**config.mk**
```make
export PLATFORM = sky130hd
export DESIGN_NAME = herculesae_vx_sha256su1_cpa
export DESIGN_NICKNAME = d
export VERILOG_FILES = /design/src/rtl/herculesae_vx_sha256su1_cpa.sv
export SDC_FILE = /design/constraint.sdc
export NUM_CORES = 1
export LEC_CHECK = 0
export ABC_AREA = 1
export CORE_MARGIN = 1
export CORE_UTILIZATION = 45
export CTS_CLUSTER_DIAMETER = 100
export DETAILED_ROUTE_END_ITERATION = 8
export MAX_ROUTING_LAYER = met4
export PLACE_DENSITY = 0.7
export SYNTH_ARGS = -nofsm -noshare
export SYNTH_HDL_FRONTEND = slang
export SYNTH_SLANG_ARGS = --single-unit
```
**constraint.sdc**
```tcl
create_clock -name clk -period 9.5 [get_ports clk]
set_clock_uncertainty 0.15 [all_clocks]
set_input_delay 1.9 -clock clk [delete_from_list [all_inputs] [get_ports clk]]
set_output_delay 1.9 -clock clk [all_outputs]
set_load 0.01 [all_outputs]
```
**src/rtl/herculesae_vx_sha256su1_cpa.sv**
```systemverilog
// -----------------------------------------------------------------------------
// herculesae_vx_sha256su1_cpa
//
// Two-stage pipelined carry-propagate adder for the SHA256SU1 datapath.
// Resolves the sum/carry vector pair from the 3:2 compressor into two
// independent 32-bit lane sums. The result feeds the compressor's sumnr input
// and the newx writeback path.
//
// Ports:
//   clk        core clock, rising edge
//   reset      asynchronous, active-high reset
//   in_valid   sum/carry pair valid this cycle
//   in_ready   block can accept the pair this cycle (combinational from out_ready)
//   in_sum     64-bit sum vector from the 3:2 stage
//   in_carry   64-bit carry vector, already shifted left one bit per lane
//   in_tag     opaque sideband tag, returned unchanged with the result
//   flush      kills all in-flight entries on the next edge
//   out_valid  result valid
//   out_ready  consumer accepts the result this cycle
//   out_sumnr  lane-resolved sum {hi lane, lo lane}
//   out_tag    tag of the result
//
// Handshake: a transfer happens on a rising edge where valid and ready are
// both high. A producer holding valid keeps its payload stable until the
// transfer; valid never depends on ready, while ready may depend on valid
// of the downstream stage. S2 holds its data and tag stable while
// out_valid is high and out_ready is low.
// -----------------------------------------------------------------------------
module herculesae_vx_sha256su1_cpa #(
    parameter int TAG_W = 4
) (
    input  logic             clk,
    input  logic             reset,
    input  logic             in_valid,
    output logic             in_ready,
    input  logic [63:0]      in_sum,
    input  logic [63:0]      in_carry,
    input  logic [TAG_W-1:0] in_tag,
    input  logic             flush,
    output logic             out_valid,
    input  logic             out_ready,
    output logic [63:0]      out_sumnr,
    output logic [TAG_W-1:0] out_tag
);

    logic             s1_valid;
    logic [63:0]      s1_sum;
    logic [63:0]      s1_carry;
    logic [TAG_W-1:0] s1_tag;

    logic             s2_valid;
    logic [63:0]      s2_result;
    logic [TAG_W-1:0] s2_tag;

    logic             s2_free;
    logic             s1_adv;
    logic             accept;
    logic [31:0]      lane_lo;
    logic [31:0]      lane_hi;

    assign s2_free  = !s2_valid || out_ready;
    assign s1_adv   = s1_valid && s2_free;
    assign in_ready = !s1_valid || s1_adv;
    assign accept   = in_valid && in_ready;

    // Each lane is a separate 32-bit add, so no carry crosses bit 31 -> 32
    // and the carry out of each lane is dropped by the 32-bit result width.
    // Carry bits 0 and 32 are used as supplied.
    assign lane_lo = s1_sum[31:0]  + s1_carry[31:0];
    assign lane_hi = s1_sum[63:32] + s1_carry[63:32];

    // Valid bits: flush drops everything, including an accept in the same
    // cycle; in_ready is still reported as computed above.
    always_ff @(posedge clk or posedge reset) begin
        if (reset) begin
            s1_valid <= 1'b0;
            s2_valid <= 1'b0;
        end else if (flush) begin
            s1_valid <= 1'b0;
            s2_valid <= 1'b0;
        end else begin
            if (accept) begin
                s1_valid <= 1'b1;
            end else if (s1_adv) begin
                s1_valid <= 1'b0;
            end

            if (s1_adv) begin
                s2_valid <= 1'b1;
            end else if (out_ready) begin
                s2_valid <= 1'b0;
            end
        end
    end

    // Data/tag registers: loads are gated only by the handshake, since a
    // flushed entry's payload is never observed with its valid bit set.
    always_ff @(posedge clk or posedge reset) begin
        if (reset) begin
            s1_sum    <= 64'd0;
            s1_carry  <= 64'd0;
            s1_tag    <= '0;
            s2_result <= 64'd0;
            s2_tag    <= '0;
        end else begin
            if (accept) begin
                s1_sum   <= in_sum;
                s1_carry <= in_carry;
                s1_tag   <= in_tag;
            end
            if (s1_adv) begin
                s2_result <= {lane_hi, lane_lo};
                s2_tag    <= s1_tag;
            end
        end
    end

    // Output stage is the S2 register bank directly; no logic follows it.
    assign out_valid = s2_valid;
    assign out_sumnr = s2_result;
    assign out_tag   = s2_tag;

endmodule

```
==> flow_summary_export.csv <==
group,metric,value,unit
outcome,status,"finished, violations left",
outcome,violations,"design-rule violations",
sta,fin_crit_sh,0.538,
floorplan,start_util,0.462,
cts,htreeDepth,1,
cts,clkLatencyLatePin,0.52,ns
cts,ctsLongestPathBuffers,3,
critical_path,critPathKind,"input pin to output pin",
logic_synthesis,synth.avg_cell_area,8.01,um^2
finish,final_cell_count_no_fill,2075,
sta,finalHoldViolCount,0,
critical_path,reg2reg_from,"s1_valid",
floorplan,die_h,166,um
pwr,power_density,211,nW/um^2
logic_synthesis,yosys_warnings,0,
logic_synthesis,synth_ff_type,"dfrtp_1",
drt,drcViolationCount,10,
logic_synthesis,synth_seq_area_share,0.417,
sta,finalCriticalPeriod,5.11,ns
global_route,grt_util_all_layers,0.229,
place,dp_slack,4.39,ns
finish,num-nets-final,1921,
drt,post_drt_wl_per_cell,14.5,um
pwr,combPwrFrac,0.337,
place,place_hpwl,22.5,mm
logic_synthesis,syn_nets,1714,
drt,routed_wl,30.2,mm
pwr,pwr-share-clk,0.316,
place,portBuffers,206,
drt,first_pass_iters,8,
floorplan,design.core.area,26200,um^2
pwr,pwr-share-seq,0.348,
critical_path,startpoint,"out_ready",
drt,drt_iter0_markers,535,
critical_path,cp_max_fo,3,
pwr,power.internal,2.17,mW
floorplan,die_w,166,um
cts,cts_setup_buffers,0,
logic_synthesis,synth_area,12100,um^2
finish,drive_gt1_frac,0.101,
global_route,grt_pass1_vias,10100,
global_route,grt_antenna_before_repair,2,
drt,drtAntennaViolNets,0,
worst_hold_path,hp-class,"flop to flop",
place,dpl.cell_count,2029,
sta,slew_viol_final,0,
sta,setup_viol,0,
floorplan,io-pin-count,207,
logic_synthesis,synth_cells,1513,
critical_path,start_kind,"input pin",
pwr,p_total,3.25,mW
pwr,cellLeakagePower,7.86,nW
sta,grt_setup_unrepaired,"false",
cts,cts-hold-fix-buffers,0,
logic_synthesis,netlist_top_cells_area,"dfrtp_1 42%, nand2_1 17%, mux2_2 10%",
floorplan,die_area,27600,um^2
critical_path,setup.worst_path.end_class,"output pin",
pwr,switchingPower,1.08,mW
finish,final_area,15400,um^2
run,max-cap-violations,0,
cts,cts_sinks,202,
sta,slew_headroom,0.285,
worst_hold_path,min_from,"s1_tag[3]",
place,placedInstanceArea,14500,um^2
drt,viasPerCell,4.90,
place,place.gp.congestion,0.900,
logic_synthesis,async_flop_share,1.00,
global_route,grt_max_degree,144,
logic_synthesis,ys_types,28,
critical_path,cp.arrival,3.06,ns
cts,ctsResizeCount,0,
cts,path_clk_slew,0.05,ns
global_route,overflow,0,
cts,cts_inserted_buffers,24,
cts,cts-root-buf,"clkbuf_16",
sta,timing.final.ws_setup,4.39,ns
finish,area_growth,26.8,%
pwr,peakVddDrop,0.150,mV
sta,max_freq,196,MHz
drt,num_vias,10200,
pwr,swShare,0.331,
floorplan,floorplan.rows,59,
critical_path,worstPathRequired,7.45,ns
sta,fin_tns_setup,0,ns
logic_synthesis,synth_top_area_frac,0.417,
logic_synthesis,ys_ff_latch,202,
global_route,grt_pass1_wl,49.9,mm
logic_synthesis,yosys.area.top_type,"dfrtp_1",
cts,tritoncts,"yes",
logic_synthesis,synth_edf_count,0,
sta,tightestPinTransition,1.07,ns
## routing by layer
layer,global-route usage,vias to the layer above,share of wire
li1,-,5167,-
met1,0.289,4691,0.44
met2,0.382,258,0.48
met3,0.0312,57,0.052
met4,0.0654,0,0.028
met5,-,-,0
## logic make-up (layout without fill, tap and decap cells)
family	count (synthesis)	after routing	synth area share
DFF	202	202	0.417
adders and majority gates	64	64	0.0673
xor gates and xnor gates	31	31	0.0224
buffers and inverters	250	475	0.0842
AOI/OAI and AO/OA	82	82	0.0355
muxes	132	132	0.123
other	0	2	0
and+or+nand+nor	752	752	0.251
## worst max-delay path, stage by stage
cell and delay, ns:
clkdlybuf4s50_1 0.46, inv_1 0.06, nand3_2 0.09, clkdlybuf4s50_1 0.54
## flip-flops by register name (all words and copies together), names as in the netlist
register	cells
out_sumnr	64
out_tag	4
out_valid	1
s1_carry	64
s1_sum	64
s1_tag	4
s1_valid	1
## power by group through the flow
stage	sequential, mW	combinational (mW)	clock [mW]
after global placement	1.14	1.08	0
after CTS	1.13	1.10	1.05
after detailed placement	1.14	1.09	0
after floorplan	1.15	0.634	0
after global routing	1.15	1.22	1.08
final	1.13	1.09	1.03
## layout by cell type, fill, tap and decap left out, types with 7 or more instances in the layout
master,count
a21oi_1,44
clkbuf_16,25
clkbuf_8,8
clkdlybuf4s50_1,206
dfrtp_1,202
ha_1,62
inv_1,219
mux2_1,21
mux2_2,111
nand2_1,555
nand3_1,86
nand3b_1,7
nor2_1,77
o21ai_0,20
o21ai_1,10
xnor2_1,30
## per-stage QoR
stage,util,hold WS [ns]
2_1_floorplan,-,0.286
3_3_place_gp,0.552,0.295
3_5_place_dp,0.552,0.306
4_1_cts,0.586,0.321
5_1_grt,0.586,0.340
6_report,0.586,0.318
## Yosys cell counts, types with 6 or more instances
cell	count
o21ai_1	10
nor2_1	77
ha_1	62
nand2_1	557
mux2_2	111
nor3_1	6
buf_6	9
nand4_1	6
nand3b_1	7
xnor2_1	30
clkbuf_1	6
nand2_2	6
dfrtp_1	202
o21bai_1	6
mux2_1	21
o21ai_0	20
inv_1	220
nand3_1	86
buf_2	12
a21oi_1	44
## layout make-up
type                       count  area (um^2)
antenna                        2         5.00
sequential                   202         5050
fill                        2379        10800
timing repair buffer         209         2080
tap                          335          419
inverter                     222          841
clock buffer                  34          739
multi-input combinational   1061         6060
clock inverter                10          161
## worst paths after layout
kind | endpoint | slack, ns | cells past startpoint
max in group asynchronous | s1_sum[21] | 6.10 | 3
max | in_ready | 4.39 | 4
min | out_tag[3] | 0.32 | 2
min in group asynchronous | s1_valid | 1.77 | 2
max reg2reg | s1_carry[61] | 6.70 | 4
min reg2reg | out_tag[3] | 0.32 | 2
(Power assumes the default switching activity.)
